--- src/rtl/serial_adder_pkg.sv ---
// Shared types and constants for the bit-serial adder.
package serial_adder_pkg;

  typedef enum logic [1:0] {
    IDLE = 2'd0,
    RUN  = 2'd1,
    DONE = 2'd2
  } state_e;

  localparam int MAX_WIDTH = 32;
  localparam int CNT_W     = $clog2(MAX_WIDTH);

endpackage

--- src/rtl/serial_adder_full_adder_cell.sv ---
// One-bit full adder; the only arithmetic element in the serial adder datapath.
module full_adder_cell (
  input  logic a,
  input  logic b,
  input  logic cin,
  output logic s,
  output logic co
);

  logic p;

  assign p  = a ^ b;
  assign s  = p ^ cin;
  assign co = (a & b) | (cin & p);

endmodule

--- src/rtl/serial_adder.sv ---
// Bit-serial adder: {cout,sum} = a + b + cin over WIDTH cycles, LSB first.
// Optional signed-overflow output is enabled by defining SERIAL_ADDER_OVF_EN.
//
// state | meaning
// IDLE  | waiting for start; operands captured when start is seen
// RUN   | one sum bit per cycle, WIDTH cycles total
// DONE  | one-cycle done pulse, result already on sum/cout
module serial_adder
  import serial_adder_pkg::*;
#(
  parameter int WIDTH = 8
) (
  input  logic             clk,
  input  logic             rst,
  input  logic             start,
  input  logic [WIDTH-1:0] a,
  input  logic [WIDTH-1:0] b,
  input  logic             cin,
  output logic             busy,
  output logic             done,
  output logic [WIDTH-1:0] sum,
  output logic             cout
`ifdef SERIAL_ADDER_OVF_EN
  ,
  output logic             ovf
`endif
);

  localparam logic [CNT_W-1:0] LAST_CNT = CNT_W'(WIDTH - 1);

  state_e           state_q, state_d;
  logic [WIDTH-1:0] a_sr_q, a_sr_d;
  logic [WIDTH-1:0] b_sr_q, b_sr_d;
  // Holds the WIDTH-1 bits produced so far; the last bit joins it directly at the output.
  logic [WIDTH-2:0] sum_sr_q, sum_sr_d;
  logic             carry_q, carry_d;
  logic [CNT_W-1:0] cnt_q, cnt_d;
  logic             busy_q, busy_d;
  logic             done_q, done_d;
  logic [WIDTH-1:0] sum_q, sum_d;
  logic             cout_q, cout_d;
`ifdef SERIAL_ADDER_OVF_EN
  logic             ovf_q, ovf_d;
`endif

  logic             fa_s;
  logic             fa_co;
  logic [WIDTH-1:0] sum_cat;

  full_adder_cell u_fa (
    .a   (a_sr_q[0]),
    .b   (b_sr_q[0]),
    .cin (carry_q),
    .s   (fa_s),
    .co  (fa_co)
  );

  assign sum_cat = {fa_s, sum_sr_q};

  always_comb begin
    state_d  = state_q;
    a_sr_d   = a_sr_q;
    b_sr_d   = b_sr_q;
    sum_sr_d = sum_sr_q;
    carry_d  = carry_q;
    cnt_d    = cnt_q;
    sum_d    = sum_q;
    cout_d   = cout_q;
`ifdef SERIAL_ADDER_OVF_EN
    ovf_d    = ovf_q;
`endif

    case (state_q)
      IDLE: begin
        if (start) begin
          a_sr_d   = a;
          b_sr_d   = b;
          sum_sr_d = '0;
          carry_d  = cin;
          cnt_d    = '0;
          state_d  = RUN;
        end
      end
      RUN: begin
        a_sr_d   = {1'b0, a_sr_q[WIDTH-1:1]};
        b_sr_d   = {1'b0, b_sr_q[WIDTH-1:1]};
        sum_sr_d = sum_cat[WIDTH-1:1];
        carry_d  = fa_co;
        cnt_d    = cnt_q + CNT_W'(1);
        if (cnt_q == LAST_CNT) begin
          state_d = DONE;
          sum_d   = sum_cat;
          cout_d  = fa_co;
`ifdef SERIAL_ADDER_OVF_EN
          // carry_q is the carry into the MSB during the final bit.
          ovf_d   = carry_q ^ fa_co;
`endif
        end
      end
      DONE: begin
        state_d = IDLE;
      end
      default: begin
        state_d = IDLE;
      end
    endcase

    busy_d = (state_d != IDLE);
    done_d = (state_d == DONE);
  end

  always_ff @(posedge clk) begin
    if (rst) begin
      state_q  <= IDLE;
      a_sr_q   <= '0;
      b_sr_q   <= '0;
      sum_sr_q <= '0;
      carry_q  <= 1'b0;
      cnt_q    <= '0;
      busy_q   <= 1'b0;
      done_q   <= 1'b0;
      sum_q    <= '0;
      cout_q   <= 1'b0;
`ifdef SERIAL_ADDER_OVF_EN
      ovf_q    <= 1'b0;
`endif
    end else begin
      state_q  <= state_d;
      a_sr_q   <= a_sr_d;
      b_sr_q   <= b_sr_d;
      sum_sr_q <= sum_sr_d;
      carry_q  <= carry_d;
      cnt_q    <= cnt_d;
      busy_q   <= busy_d;
      done_q   <= done_d;
      sum_q    <= sum_d;
      cout_q   <= cout_d;
`ifdef SERIAL_ADDER_OVF_EN
      ovf_q    <= ovf_d;
`endif
    end
  end

  assign busy = busy_q;
  assign done = done_q;
  assign sum  = sum_q;
  assign cout = cout_q;
`ifdef SERIAL_ADDER_OVF_EN
  assign ovf  = ovf_q;
`endif

endmodule

--- config.mk ---
export PLATFORM = sky130hd
export DESIGN_NAME = serial_adder
export DESIGN_NICKNAME = d
export VERILOG_FILES = /design/src/rtl/serial_adder_pkg.sv /design/src/rtl/serial_adder_full_adder_cell.sv /design/src/rtl/serial_adder.sv
export SDC_FILE = /design/constraint.sdc
export NUM_CORES = 1
export LEC_CHECK = 0
export BUFFER_PORTS_ARGS = -buffer_cell sky130_fd_sc_hd__buf_2
export CORE_MARGIN = 2
export CORE_UTILIZATION = 49
export CTS_CLUSTER_DIAMETER = 80
export DETAILED_ROUTE_END_ITERATION = 8
export PLACE_DENSITY = 0.74
export SLEW_MARGIN = 5
export SYNTH_ARGS = -nofsm -noshare
export SYNTH_HDL_FRONTEND = slang
export SYNTH_SLANG_ARGS = --single-unit
--- constraint.sdc ---
create_clock -name clk -period 1.3 [get_ports clk]
set_clock_uncertainty 0.05 [all_clocks]
set_input_delay 0.065 -clock clk [delete_from_list [all_inputs] [get_ports clk]]
set_output_delay 0.065 -clock clk [all_outputs]
set_load 0.005 [all_outputs]
==> results.md <==
* Status: finished, violations left
* Failing checks: hold timing, setup timing
* Placed Instances at 268
* FFs w/ async S/R, synth at 0%
* Sink Count at 42
* Root Buffer: clkbuf_4
* Total GRT Usage at 21.8%
* Most frequent cell after synthesis: dfxtp_1
* Site Rows at 21
* Max-slew violations at 0
* Fillers at 256
* Post-placement cell area at 2060 µm²
* Max-cap violation count at 0
* Initial antenna violation count at 0
* Min cycle time layout at 1.33 ns
* Final setup margin at -0.0340 ns
* Final hold violations at 1
* Final-stage net count at 261
* Top cell type by total area after synthesis: dfxtp_1
* Worst min-delay path startpoint: cin
* Crit end category: flip-flop
* Worst EP arrival at 1.57 ns
* Antenna Cells at 0
* Fin crit share at 103%
* Drt drc at 0
* Worst-case reg-to-reg path depth at 4
* RSZ-0062 raised after global routing: true
* Yosys warns at 0
* First-pass GRT wire length at 7.01 mm
* H-tree depth at 2
* Maximum clock rate at 750 MHz
* Synthesis-to-finish area growth at 29.5%
* Final wirelength at 4.33 mm
* Syn Nets at 215
* Routability cong. at 0.742
* Post-synth EDFFs at 0
* Top cells by area, synth: dfxtp_1 (47%), a211oi_1 (6.3%), o21ai_0 (5.6%)
* Max incr delay on CP at 0.46 ns
* Starting Density at 52.6%
* Vias per cell at 5.67
* Top cells by count, synth: dfxtp_1 (42), nor2_1 (25), o21ai_0 (20), a211oi_1 (15)
* Post-Layout Inst Area at 2330 µm²
* Crit path depth at 4
* Buf/Inv on CP at 2
* Post-DRT Antenna Nets at 0
* Largest net degree at the start of global routing at 50
* Clk slew on worst S/H paths at 0.14 ns
* Setup violations, final at 1
* Core ar. at 3420 µm²
* Peak fanout along the critical path at 2
* Layout Cells excl Fill at 286
* Critical path cell sequence: inv_2, fa_2, buf_6, a211oi_4
* Placement Setup Slack at -0.0640 ns
* Maximum ir drop on the vdd rail at 0.000881 V
* Post-synthesis sequential area ratio at 46.8%
* Slew @ Worst Pin at 0.286 ns
* Vias in the first global route at 1591
* Top FF cell, synth: dfxtp_1
* DP HPWL at 2.73 mm
* Worst EP required at 1.54 ns
* Post-synth design cell area at 1800 µm²
* Critical Path Start Type: flip-flop
* Die Span X at 64.6 µm
* PortBufs at 30
* Critical path's top delay family: adder cells
* Unique masters post-synth at 32
* #FFs+latches synth at 42
* CTS tree: yes
* Fraction of layout cells with a size suffix above 1 at 36.7%
* Vias at 1622
* Initial DRT Pass Iterations at 4
* Worst setup path startpoint: a_sr_q[0]
* Hold Path Cell Cnt at 3
* Iter 0 DRT Violations at 87
* Final hold slack at -0.00394 ns
* Die H at 64.6 µm
* Synthesized instance count at 193
* Power Total at 0.00243 W
* Hold Path Class: in -> reg
* Headroom to the max-slew limit at 80.9%
* PD cells at 1040 nW/µm²
* GRT overflow at 0
* Num CTS Buffers at 5
* Routed len/inst at 15.1 µm
* Ports at 31
* Die ar. at 4170 µm²
* Share of the synthesized area in the top cell type at 46.8%
* Syn_area_per_cell at 9.31 µm²
* P_leak at 0.909 nW
* Worst path slowest cell: fa_2
* Clock Path Buffers at 2
* Worst-Skew Late Latency at 0.36 ns
* Setup CP Type: reg -> reg
* Worst reg2reg startpoint: a_sr_q[0]
-- path summary, 6_finish.rpt --
check                           endpoint  slack [ns]
worst min-delay path             carry_q      -0.004
worst max register to register    sum[7]       -0.03
worst min register to register    sum[0]        0.42
worst max-delay path              sum[7]       -0.03
-- state kept, by name, indices dropped and copies added (netlist names) --
| name | count |
|---|---|
| done | 1 |
| b_sr_q | 8 |
| sum | 8 |
| carry_q | 1 |
| sum_sr_q | 7 |
| cnt_q | 5 |
| busy | 1 |
| state_q | 2 |
| cout | 1 |
| a_sr_q | 8 |
-- cells in the final DEF (no fill, tap or decap), types with 2 or more instances in the layout --
master          n
dfxtp_1        36
buf_2          30
nor2_1         25
a211oi_1       14
buf_4          14
o21ai_1        11
a22oi_1         9
nand2b_1        8
nand4b_1        7
or3b_1          7
o21ai_0         7
or3b_4          5
dfxtp_2         5
clkbuf_4        5
clkinvlp_4      4
nand3_1         4
nor2b_1         4
a221oi_1        3
nand2_1         3
dlygate4sd3_1   3
buf_6           3
inv_2           2
and2_4          2
o22ai_1         2
o21ai_2         2
or3_1           2
a31oi_1         2
a21oi_1         2
buf_12          2
-- what timing repair did --
action,4_1_cts,5_1_grt
pin swaps,1,8
hold endpoints to repair,3,0
gates cloned,1,2
endpoints found under the setup margin,22,33
buffers inserted,0,4
resized for setup,15,31
hold buffers,3,0
-- worst min-delay path: stages --
cell,delay [ns]
buf_2,0.10
o21ai_1,0.12
a221oi_1,0.07
-- stage by stage --
step / hold slack (ns) / setup TNS (ns) / utilization [%]
3_3_place_gp: 0.253 / 0 / 60.4
5_1_grt: 0.00195 / -0.384 / 68.1
4_1_cts: 0.00625 / -0.0107 / 64.1
6_report: -0.00394 / -0.0340 / 68.1
3_5_place_dp: 0.271 / -0.466 / 60.4
2_1_floorplan: 0.163 / 0 / -
-- layout make-up --
| class | instances | area (µm²) | share of cell area [%] |
|---|---|---|---|
| repair buffers | 53 | 384 | 16.5 |
| inverters | 5 | 26.3 | 1.13 |
| multi-input cells | 131 | 942 | 40.5 |
| well taps | 46 | 57.6 | 2.47 |
| flip-flops and latches | 42 | 851 | 36.6 |
| repair inverters | 1 | 7.51 | 0.323 |
| clock inverters | 3 | 21.3 | 0.914 |
| clock buffers | 5 | 37.5 | 1.61 |
-- logic make-up (layout without fill, tap and decap cells) --
group           after synthesis  after routing  share of synthesized area, %
fa+ha+maj                     2              2                          1.81
simple gates                 70             71                          23.3
compound gates               58             58                          22.4
buf+inv                      21             67                          5.78
flops                        42             42                          46.8
-- layer usage --
metal / global-route usage [%] / wire length, µm
met1: 25.5 / 1910
met2: 37.9 / 2240
met3: 6.77 / 136
met4: 7.18 / 47
met5: 0 / 0
-- power breakdown --
part | switching [W] | internal [W]
sequential | 0.0000385 | 0.00135
clock | 0.000444 | 0.000211
combinational | 0.000185 | 0.000205
No activity file was read; power rests on OpenSTA's default activity.
